$ cat src/rtl/bcd_pkg.sv
// Shared definitions for the BCD counter slice.
//   DIGIT_W      : width of one decimal digit (nibble)
//   BCD_MAX/MIN  : legal digit range
//   sanitize_bcd : clamps a raw nibble into the legal BCD range
package bcd_pkg;

  localparam int DIGIT_W = 4;

  localparam logic [DIGIT_W-1:0] BCD_MAX = 4'd9;
  localparam logic [DIGIT_W-1:0] BCD_MIN = 4'd0;

  // Any nibble above 9 (A..F) is forced to 9 so Q never leaves BCD.
  function automatic logic [DIGIT_W-1:0] sanitize_bcd(input logic [DIGIT_W-1:0] d);
    return (d > BCD_MAX) ? BCD_MAX : d;
  endfunction

endpackage

$ cat src/rtl/bcd_digit.sv
// One decimal decade register with preload and up/down stepping.
// Ports:
//   Clock     : system clock, rising edge
//   Resetn    : asynchronous active-low reset, clears q
//   load      : synchronous preload strobe (priority over step_in)
//   d         : preload nibble, sanitised to 0..9 on load
//   step_in   : advance this digit by one in direction 'up'
//   up        : 1 = increment, 0 = decrement
//   q         : current digit value, always 0..9
//   carry_out : combinational; this digit wraps on the current step
module bcd_digit
  import bcd_pkg::*;
(
  input  logic               Clock,
  input  logic               Resetn,
  input  logic               load,
  input  logic [DIGIT_W-1:0] d,
  input  logic               step_in,
  input  logic               up,
  output logic [DIGIT_W-1:0] q,
  output logic               carry_out
);

  always_ff @(posedge Clock or negedge Resetn) begin
    if (!Resetn) begin
      q <= BCD_MIN;
    end else if (load) begin
      q <= sanitize_bcd(d);
    end else if (step_in) begin
      if (up) begin
        q <= (q == BCD_MAX) ? BCD_MIN : q + 4'd1;
      end else begin
        q <= (q == BCD_MIN) ? BCD_MAX : q - 4'd1;
      end
    end
  end

  // Ripple into the next decade only when this one is about to wrap.
  assign carry_out = step_in & (up ? (q == BCD_MAX) : (q == BCD_MIN));

endmodule

$ cat src/rtl/bcd_counter.sv
// Multi-digit decimal up/down counter paced by an internal prescaler.
// Ports:
//   Clock   : system clock, rising edge
//   Resetn  : asynchronous active-low reset (Q, prescaler, Step, Carry -> 0)
//   En      : enables the prescaler and count steps; 0 holds everything
//   Up      : count direction, 1 = up, sampled on the step cycle
//   Load    : synchronous preload, overrides stepping, clears prescaler
//   LoadVal : preload value, nibble 0 = least-significant digit
//   Q       : current count in BCD, nibble 0 = least-significant digit
//   Step    : one-cycle pulse in the cycle Q shows a count step
//   Carry   : one-cycle pulse on full wrap (all-9s <-> 0)
module bcd_counter
  import bcd_pkg::*;
#(
  parameter int DIGITS   = 2,
  parameter int TICK_DIV = 50000000,
  parameter int PRE_W    = 26
) (
  input  logic                      Clock,
  input  logic                      Resetn,
  input  logic                      En,
  input  logic                      Up,
  input  logic                      Load,
  input  logic [DIGIT_W*DIGITS-1:0] LoadVal,
  output logic [DIGIT_W*DIGITS-1:0] Q,
  output logic                      Step,
  output logic                      Carry
);

  localparam logic [PRE_W-1:0] TICK_LAST = PRE_W'(TICK_DIV - 1);

  logic [PRE_W-1:0] pre_cnt;
  logic             tick_p0;
  logic             step_go_p0;
  logic [DIGITS:0]  chain_p0;
  logic             step_p1;
  logic             carry_p1;

  // Stage p0: prescaler and step decision
  assign tick_p0    = En & (pre_cnt == TICK_LAST);
  assign step_go_p0 = tick_p0 & ~Load;

  always_ff @(posedge Clock or negedge Resetn) begin
    if (!Resetn) begin
      pre_cnt <= '0;
    end else if (Load) begin
      pre_cnt <= '0;
    end else if (En) begin
      pre_cnt <= tick_p0 ? '0 : pre_cnt + PRE_W'(1);
    end
  end

  // Digit 0 is stepped by the tick; each higher digit by its neighbour's wrap.
  assign chain_p0[0] = step_go_p0;

  for (genvar g = 0; g < DIGITS; g++) begin : g_digit
    bcd_digit u_digit (
      .Clock     (Clock),
      .Resetn    (Resetn),
      .load      (Load),
      .d         (LoadVal[g*DIGIT_W +: DIGIT_W]),
      .step_in   (chain_p0[g]),
      .up        (Up),
      .q         (Q[g*DIGIT_W +: DIGIT_W]),
      .carry_out (chain_p0[g+1])
    );
  end

  // Stage p1: Step/Carry registered alongside the updated Q
  always_ff @(posedge Clock or negedge Resetn) begin
    if (!Resetn) begin
      step_p1  <= 1'b0;
      carry_p1 <= 1'b0;
    end else begin
      step_p1  <= step_go_p0;
      carry_p1 <= chain_p0[DIGITS];
    end
  end

  assign Step  = step_p1;
  assign Carry = carry_p1;

endmodule

$ cat config.mk
export PLATFORM = sky130hd
export DESIGN_NAME = bcd_counter
export DESIGN_NICKNAME = d
export VERILOG_FILES = /design/src/rtl/bcd_pkg.sv /design/src/rtl/bcd_digit.sv /design/src/rtl/bcd_counter.sv
export SDC_FILE = /design/constraint.sdc
export NUM_CORES = 1
export LEC_CHECK = 0
export BUFFER_PORTS_ARGS = -buffer_cell sky130_fd_sc_hd__buf_2
export CORE_MARGIN = 1
export CORE_UTILIZATION = 26
export DETAILED_ROUTE_END_ITERATION = 12
export GPL_TIMING_DRIVEN = 0
export PLACE_DENSITY_LB_ADDON = 0.05
export SLEW_MARGIN = 10
export SYNTH_ARGS = -nofsm -noshare
export SYNTH_HDL_FRONTEND = slang
export SYNTH_SLANG_ARGS = --single-unit
$ cat constraint.sdc
create_clock -name Clock -period 4 [get_ports Clock]
set_clock_uncertainty 0.1 [all_clocks]
set_input_delay 0.8 -clock Clock [delete_from_list [all_inputs] [get_ports Clock]]
set_output_delay 0.8 -clock Clock [all_outputs]
set_load 0.03 [all_outputs]
==> impl_metrics.tcl, run 1 <==
set metrics [dict create \
    drtAntennaViolNets 0 \
    cts_root_buf "clkbuf_8" \
    grt_antenna_before_repair 0 \
    hold_path.startpoint "pre_cnt[23]" \
    p_leak_nw 1.09 \
    yosys.cell_types.count 56 \
    hold_viol_final 0 \
    yosysMostFrequentCell "nor2_1" \
    r2r-start "pre_cnt[1]" \
    synthArstFlopShare_pct 100 \
    area_delta_synth_final_pct 14.8 \
    status "finished, final reports clean" \
    end_kind "register" \
    ys_top_cells_by_area "dfrtp_1 38%, nor2_1 6.1%, xnor2_1 5.2%" \
    relSlewSlack_pct 40.7 \
    synth_top_area_share_pct 38.3 \
    core_area_mm2 0.00876 \
    criticalPathCategory "primary input to register" \
    netlist_area_mm2 0.00235 \
    die_area_mm2 0.00944 \
    dp_hpwl_um 4360 \
    post-route-drc-count 0 \
    post_cts_resized 0 \
    drt-met1-wl_um 2960 \
    drt-total-wl_um 6100 \
    num_vias 2042 \
    gp_congestion 0.763 \
    wl_met3_um 208 \
    start_util_pct 26.9 \
    power_density_mw_per_mm2 311 \
    grt-ovfl-total 0 \
    synth.largest_area_cell "dfrtp_1" \
    finalSetupViolations 0 \
    synth_nets 282 \
    drtIter0Drc 76 \
    worst_pin_slew_ns 0.889 \
    cts.path.max_buffers 2 \
    syn_inst 268 \
    die_y_um 97.2 \
    nNetsFinal 310 \
    cts_tree "yes" \
    whs_path_depth 2 \
    synth_edf_count 0 \
    drv_cap 0 \
    ys.flop_type "dfrtp_1" \
    arrival_ns 2.36 \
    post-cts-setup-buffers 0 \
    rsz0062_at_grt "no" \
    period_needed_ns 2.28 \
    grt_pass1_wl_um 10100 \
    timing.rr.end "pre_cnt[9]" \
    drv_slew 0 \
    required_ns 4.09 \
    wl_per_cell_um 15.1 \
    highest_layer "met4" \
    cts_hold_buf 0 \
    peakVddDrop_uv 116 \
    grt_pass1_vias 1982 \
    path_max_fanout 10 \
    clk_pin_slew_ns 0.09 \
    grt_max_degree 37 \
    diodes 0 \
    start_kind "primary input" \
    yosysWarnings 0 \
    grt.total_usage_pct 13.5 \
    detail_route.vias_per_cell 5.04 \
    cts_made_buffers 5 \
    met2WireLength_um 2820 \
    tns_ns 0 \
    io_pins 23 \
    netlist_top_cells_count "38 x nor2_1, 36 x dfrtp_1, 17 x nand2_1" \
    r2r.worst_path.cells 9 \
    row_count 34 \
    insertion_delay_ns 0.30 \
    ys_ff_latch 36 \
    die_w_um 97.2 \
    drt_pass1_iterations 4 \
    fin_crit_sh_pct 56.9 \
    hold_ws_ns 0.464 \
    hold_path_end "pre_cnt[23]" \
    avgSynthCellArea_um2 8.79 \
    cts_htree_levels 2 \
    port-buffer-count 21 \
    timing.fmax_mhz 439 \
    cts_sinks 36 \
    synth_seq_area_share_pct 38.3 \
    layout-drive-gt1-share_pct 15.8 \
    hp-class "register to register" \
    r2r_slack_ns 1.74 \
]
==> power by group <==
| group | switching, W | internal [W] |
|---|---|---|
| clock network | 0.000149 | 0.000185 |
| registers | 0.00000686 | 0.000372 |
| logic | 0.0000828 | 0.0000450 |
| total | 0.000239 | 0.000603 |
==> through the flow <==
stage | cell area, um^2 | instances | total power, W | util, % | setup slack (ns)
5_1_grt | 2700 | 405 | 0.000884 | 30.8 | 1.57
3_3_place_gp | 2590 | 397 | 0.000516 | 29.6 | 1.42
6_report | 2700 | 405 | 0.000842 | 30.8 | 1.72
2_1_floorplan | 2350 | 268 | 0.000472 | - | 1.91
3_5_place_dp | 2590 | 397 | 0.000515 | 29.6 | 1.40
4_1_cts | 2700 | 405 | 0.000857 | 30.8 | 1.71
==> how the worst max path moves through the flow <==
| stage | from | end | slack [ns] | depth (start not counted) |
|---|---|---|---|---|
| finish | En | pre_cnt[9] | 1.72 | 8 |
| global route | pre_cnt[0] | pre_cnt[8] | 1.57 | 9 |
| CTS | En | pre_cnt[9] | 1.71 | 8 |
| detailed placement | En | pre_cnt[5] | 1.40 | 8 |
| global placement | En | pre_cnt[12] | 1.42 | 8 |
| floorplan | En | pre_cnt[10] | 1.91 | 7 |
==> area by class of cell <==
class | count | area [um^2]
plain buffers | 21 | 106
multi-input cells | 209 | 1340
fillers | 959 | 6060
well taps | 108 | 135
flip-flops and latches | 36 | 901
inverters | 2 | 7.51
repair buffers | 21 | 105
clock inverters | 2 | 35.0
clock buffers | 6 | 72.6
==> state kept, by name, summed over array words and instances, names as in the netlist <==
| register | cells |
|---|---|
| Carry | 1 |
| g_digit.u_digit.q | 8 |
| Step | 1 |
| pre_cnt | 26 |
==> cells by family (layout without fill, tap and decap cells) <==
family / count (synthesis) / in the layout / share of synthesized area, %
simple gates: 132 / 132 / 32.5
compound gates: 44 / 44 / 11.5
flops: 36 / 36 / 38.3
xor+xnor: 25 / 25 / 9.30
buf+inv: 23 / 52 / 4.83
mux: 7 / 7 / 3.08
fa+ha+maj: 1 / 1 / 0.531
==> placed cells by master (no fill, tap or decap), types with 3 or more instances in the layout <==
master    synthesis  final
dfrtp_1          36     36
clkbuf_8          0      5
nor2b_1           3      3
buf_6             3      3
nand3b_1          3      3
nand2_1          17     17
nand4_1           7      7
and4_1            3      3
nor3_1            8      8
buf_2             3     24
nor4_1            4      4
xor2_1           11     11
and3_1            5      5
nand2b_1          7      7
xnor2_1          14     14
o21ai_1           5      5
nor2_1           38     38
clkbuf_1         12     13
o21ai_0          13     13
nand3_1          12     12
nor4b_1           3      3
mux2i_1           5      5
a21oi_1           9      9
==> routing by layer <==
layer  up-vias  GRT usage (%)
li1       1007              -
met4         0           4.59
met2        38           21.9
met3        12           2.66
met1       985           17.8
met5         -              0
==> critical path, stage by stage <==
cell      delay (ns)
buf_2           0.17
nor4bb_1        0.24
nand4_1         0.29
or2_1           0.31
buf_2           0.19
nand2b_2        0.14
buf_6           0.16
nor2_1          0.06
Power figures use the tool's default switching activity.
==> run 2: changes to the inputs <==
--- a/config.mk
+++ b/config.mk
@@ -5,6 +5,7 @@
 export SDC_FILE = /design/constraint.sdc
 export NUM_CORES = 1
 export LEC_CHECK = 0
+export ABC_AREA = 1
 export BUFFER_PORTS_ARGS = -buffer_cell sky130_fd_sc_hd__buf_2
 export CORE_MARGIN = 1
 export CORE_UTILIZATION = 26
==> constraint.sdc (replaced) <==
create_clock -name Clock -period 2 [get_ports Clock]
set_clock_uncertainty 0.1 [all_clocks]
set_input_delay 0.4 -clock Clock [delete_from_list [all_inputs] [get_ports Clock]]
set_output_delay 0.4 -clock Clock [all_outputs]
set_load 0.03 [all_outputs]
==> run 2 against run 1 <==
  * Routed wire length up 23%
  * Utilization about the same
  * Setup slack worse by 1.5 ns
  * Global-route usage up 2.5 points
  * Critical endpoint is now pre_cnt[10]
==> impl_metrics.tcl, run 2 <==
set metrics [dict create \
    grt-ovfl-total 0 \
    port-buffer-count 21 \
    grt_antenna_before_repair 0 \
    regMostFlops "pre_cnt" \
    ys_top_cells_by_area "dfrtp_1 34%, nand2_1 19%, nor2_1 10%" \
    relSlewSlack_pct 42.3 \
    pwr-share-clk_pct 39.4 \
    synth.largest_area_cell "dfrtp_1" \
    hold_viol_final 0 \
    nNetsFinal 458 \
    row_count 36 \
    criticalPathCategory "register to register" \
    timing.fmax_mhz 565 \
    cts_tree "yes" \
    layout-drive-gt1-share_pct 13.3 \
    layout_commonest_cell "nand2_1" \
    pwr-share-comb_pct 18.0 \
    period_needed_ns 1.77 \
    reg.largest.list "pre_cnt (26), g_digit.u_digit.q (8)" \
    avgSynthCellArea_um2 6.29 \
    r2r.worst_path.cells 9 \
    core_area_mm2 0.00977 \
    timing.rr.end "pre_cnt[10]" \
    p_sw_w 0.000556 \
    worst_pin_slew_ns 0.865 \
    yosys.cell_types.count 30 \
    drt-total-wl_um 7480 \
    cts_hold_buf 0 \
    p_leak_nw 1.41 \
    yosysMostFrequentCell "nand2_1" \
    cts_htree_levels 2 \
    start_kind "register" \
    synth_seq_area_share_pct 34.4 \
    finalSetupViolations 0 \
    drtIter0Drc 148 \
    tns_ns 0 \
    drtAntennaViolNets 0 \
    diodes 0 \
    largest_reg_flops 26 \
    placedCellCount 570 \
    power_density_mw_per_mm2 614 \
    drv_slew 0 \
    num_vias 2557 \
    end_kind "register" \
    drv_cap 0 \
    pre_cts_ws_ns 0.0962 \
    die_area_mm2 0.0105 \
    peakVddDrop_uv 207 \
    die_y_um 102 \
    required_ns 2.08 \
    fin_crit_sh_pct 88.5 \
    start_util_pct 26.8 \
    die_w_um 102 \
    ys_ff_latch 36 \
    synth_edf_count 0 \
    insertion_delay_ns 0.30 \
    hp-class "primary input to asynchronous set/reset pin" \
    mostFrequentLayoutCells "134 x nand2_1, 73 x nor2_1, 51 x inv_1" \
    setup_slack_ns 0.230 \
    grt.total_usage_pct 16.0 \
    synth_nets 430 \
    detail_route.vias_per_cell 4.42 \
    synthArstFlopShare_pct 100 \
    yosysWarnings 0 \
    clk_pin_slew_ns 0.08 \
    grt_max_degree 37 \
    r2r-start "pre_cnt[0]" \
    path_max_fanout 10 \
    status "finished, final reports clean" \
    io_pins 23 \
    fin_util_pct 30.9 \
    switching_share_pct 30.0 \
    area_delta_synth_final_pct 15.4 \
    rsz0062_at_grt "no" \
    cts.path.max_buffers 2 \
    power_frac_seq_pct 42.6 \
    p_int_w 0.00130 \
    synth_top_area_share_pct 34.4 \
    post-route-drc-count 0 \
    cts_sinks 36 \
    ys.flop_type "dfrtp_1" \
    drt_pass1_iterations 4 \
    wl_per_cell_um 12.9 \
    r2r_slack_ns 0.23 \
    grt_pass1_wl_um 12600 \
    stdcell_count 578 \
    cts_made_buffers 5 \
    netlist_area_mm2 0.00262 \
    netlist_top_cells_count "134 x nand2_1, 73 x nor2_1, 51 x inv_1" \
    cts_root_buf "clkbuf_8" \
    grt_pass1_vias 2434 \
    syn_inst 416 \
    gp_congestion 0.772 \
    dp_hpwl_um 5780 \
    startpoint "pre_cnt[0]" \
    n_fill_cell 1103 \
    arrival_ns 1.85 \
]
-- run 2: cell count changes after synthesis, moves of 4 or more --
cell,change
and3_1,-5
xnor2_1,-12
clkbuf_1,-10
nand2b_1,-7
mux2i_1,-5
nand2_1,+117
inv_1,+49
nand4_1,-4
nor4_1,-4
nand3_1,+30
xor2_1,-5
nor2_1,+35
nor2_2,+10
nand2_2,+4
-- run 2: kinds of logic after synthesis --
group                      Yosys count  share of synthesized area [%]
AOI/OAI and AO/OA                   25                           5.50
xor gates and xnor gates             8                           2.68
adders and majority gates            1                          0.478
buffers and inverters               59                           9.04
DFF                                 36                           34.4
and+or+nand+nor                    287                           47.8
-- run 2: layer usage --
layer,share of wire [%],wire (um),up-vias,global-route usage (%)
li1,-,-,1349,-
met1,52,3890,1176,23.1
met2,45,3380,24,25.0
met3,1.9,139,8,2.46
met4,0.94,70,0,3.63
met5,0,0,-,0
-- run 2: what timing repair did --
item	4_1_cts	5_1_grt
setup buffers	0	0
resized for setup	0	1
endpoints found under the setup margin	0	3
-- run 2: worst max path at each step --
| stage | to | slack, ns |
|---|---|---|
| floorplan | g_digit[1].u_digit.q[3] | 0.47 |
| finish | pre_cnt[10] | 0.23 |
| global route | pre_cnt[7] | 0.07 |
| detailed placement | pre_cnt[11] | 0.1 |
| global placement | pre_cnt[7] | 0.11 |
| CTS | pre_cnt[15] | 0.16 |
-- run 2: worst max-delay path, stage by stage (launching register included) --
cell and delay [ns]:
dfrtp_1 0.43, ha_1 0.19, inv_1 0.07, nor2_4 0.15, nand2_1 0.08, nor2_2 0.11
nand2_2 0.13, nand2_4 0.16, buf_8 0.16, nor2_1 0.05
-- run 2: layout make-up --
cell class,count,area (um^2),area share (%)
timing repair buffer,21,105,3.48
sequential,36,901,29.9
buffer,6,37.5,1.24
clock inverter,1,30.0,0.995
inverter,53,199,6.59
multi-input combinational,321,1480,49.1
clock buffer,7,96.3,3.19
tap,133,166,5.51
-- run 2: stage by stage --
step                hold WS (ns)  total power, W  cell area [um^2]
detailed placement         0.442         0.00114              2890
global placement           0.444         0.00114              2890
finish                     0.111         0.00185              3020
CTS                        0.160         0.00188              3010
global route               0.187         0.00197              3020
floorplan                0.00441         0.00103              2620
-- run 2: power by group through the flow --
stage               logic, W  clock network (W)  registers, W
CTS                 0.000338           0.000756      0.000790
floorplan           0.000191                  0      0.000837
global placement    0.000337                  0      0.000805
global route        0.000385           0.000791      0.000794
finish              0.000333           0.000730      0.000789
detailed placement  0.000337                  0      0.000805
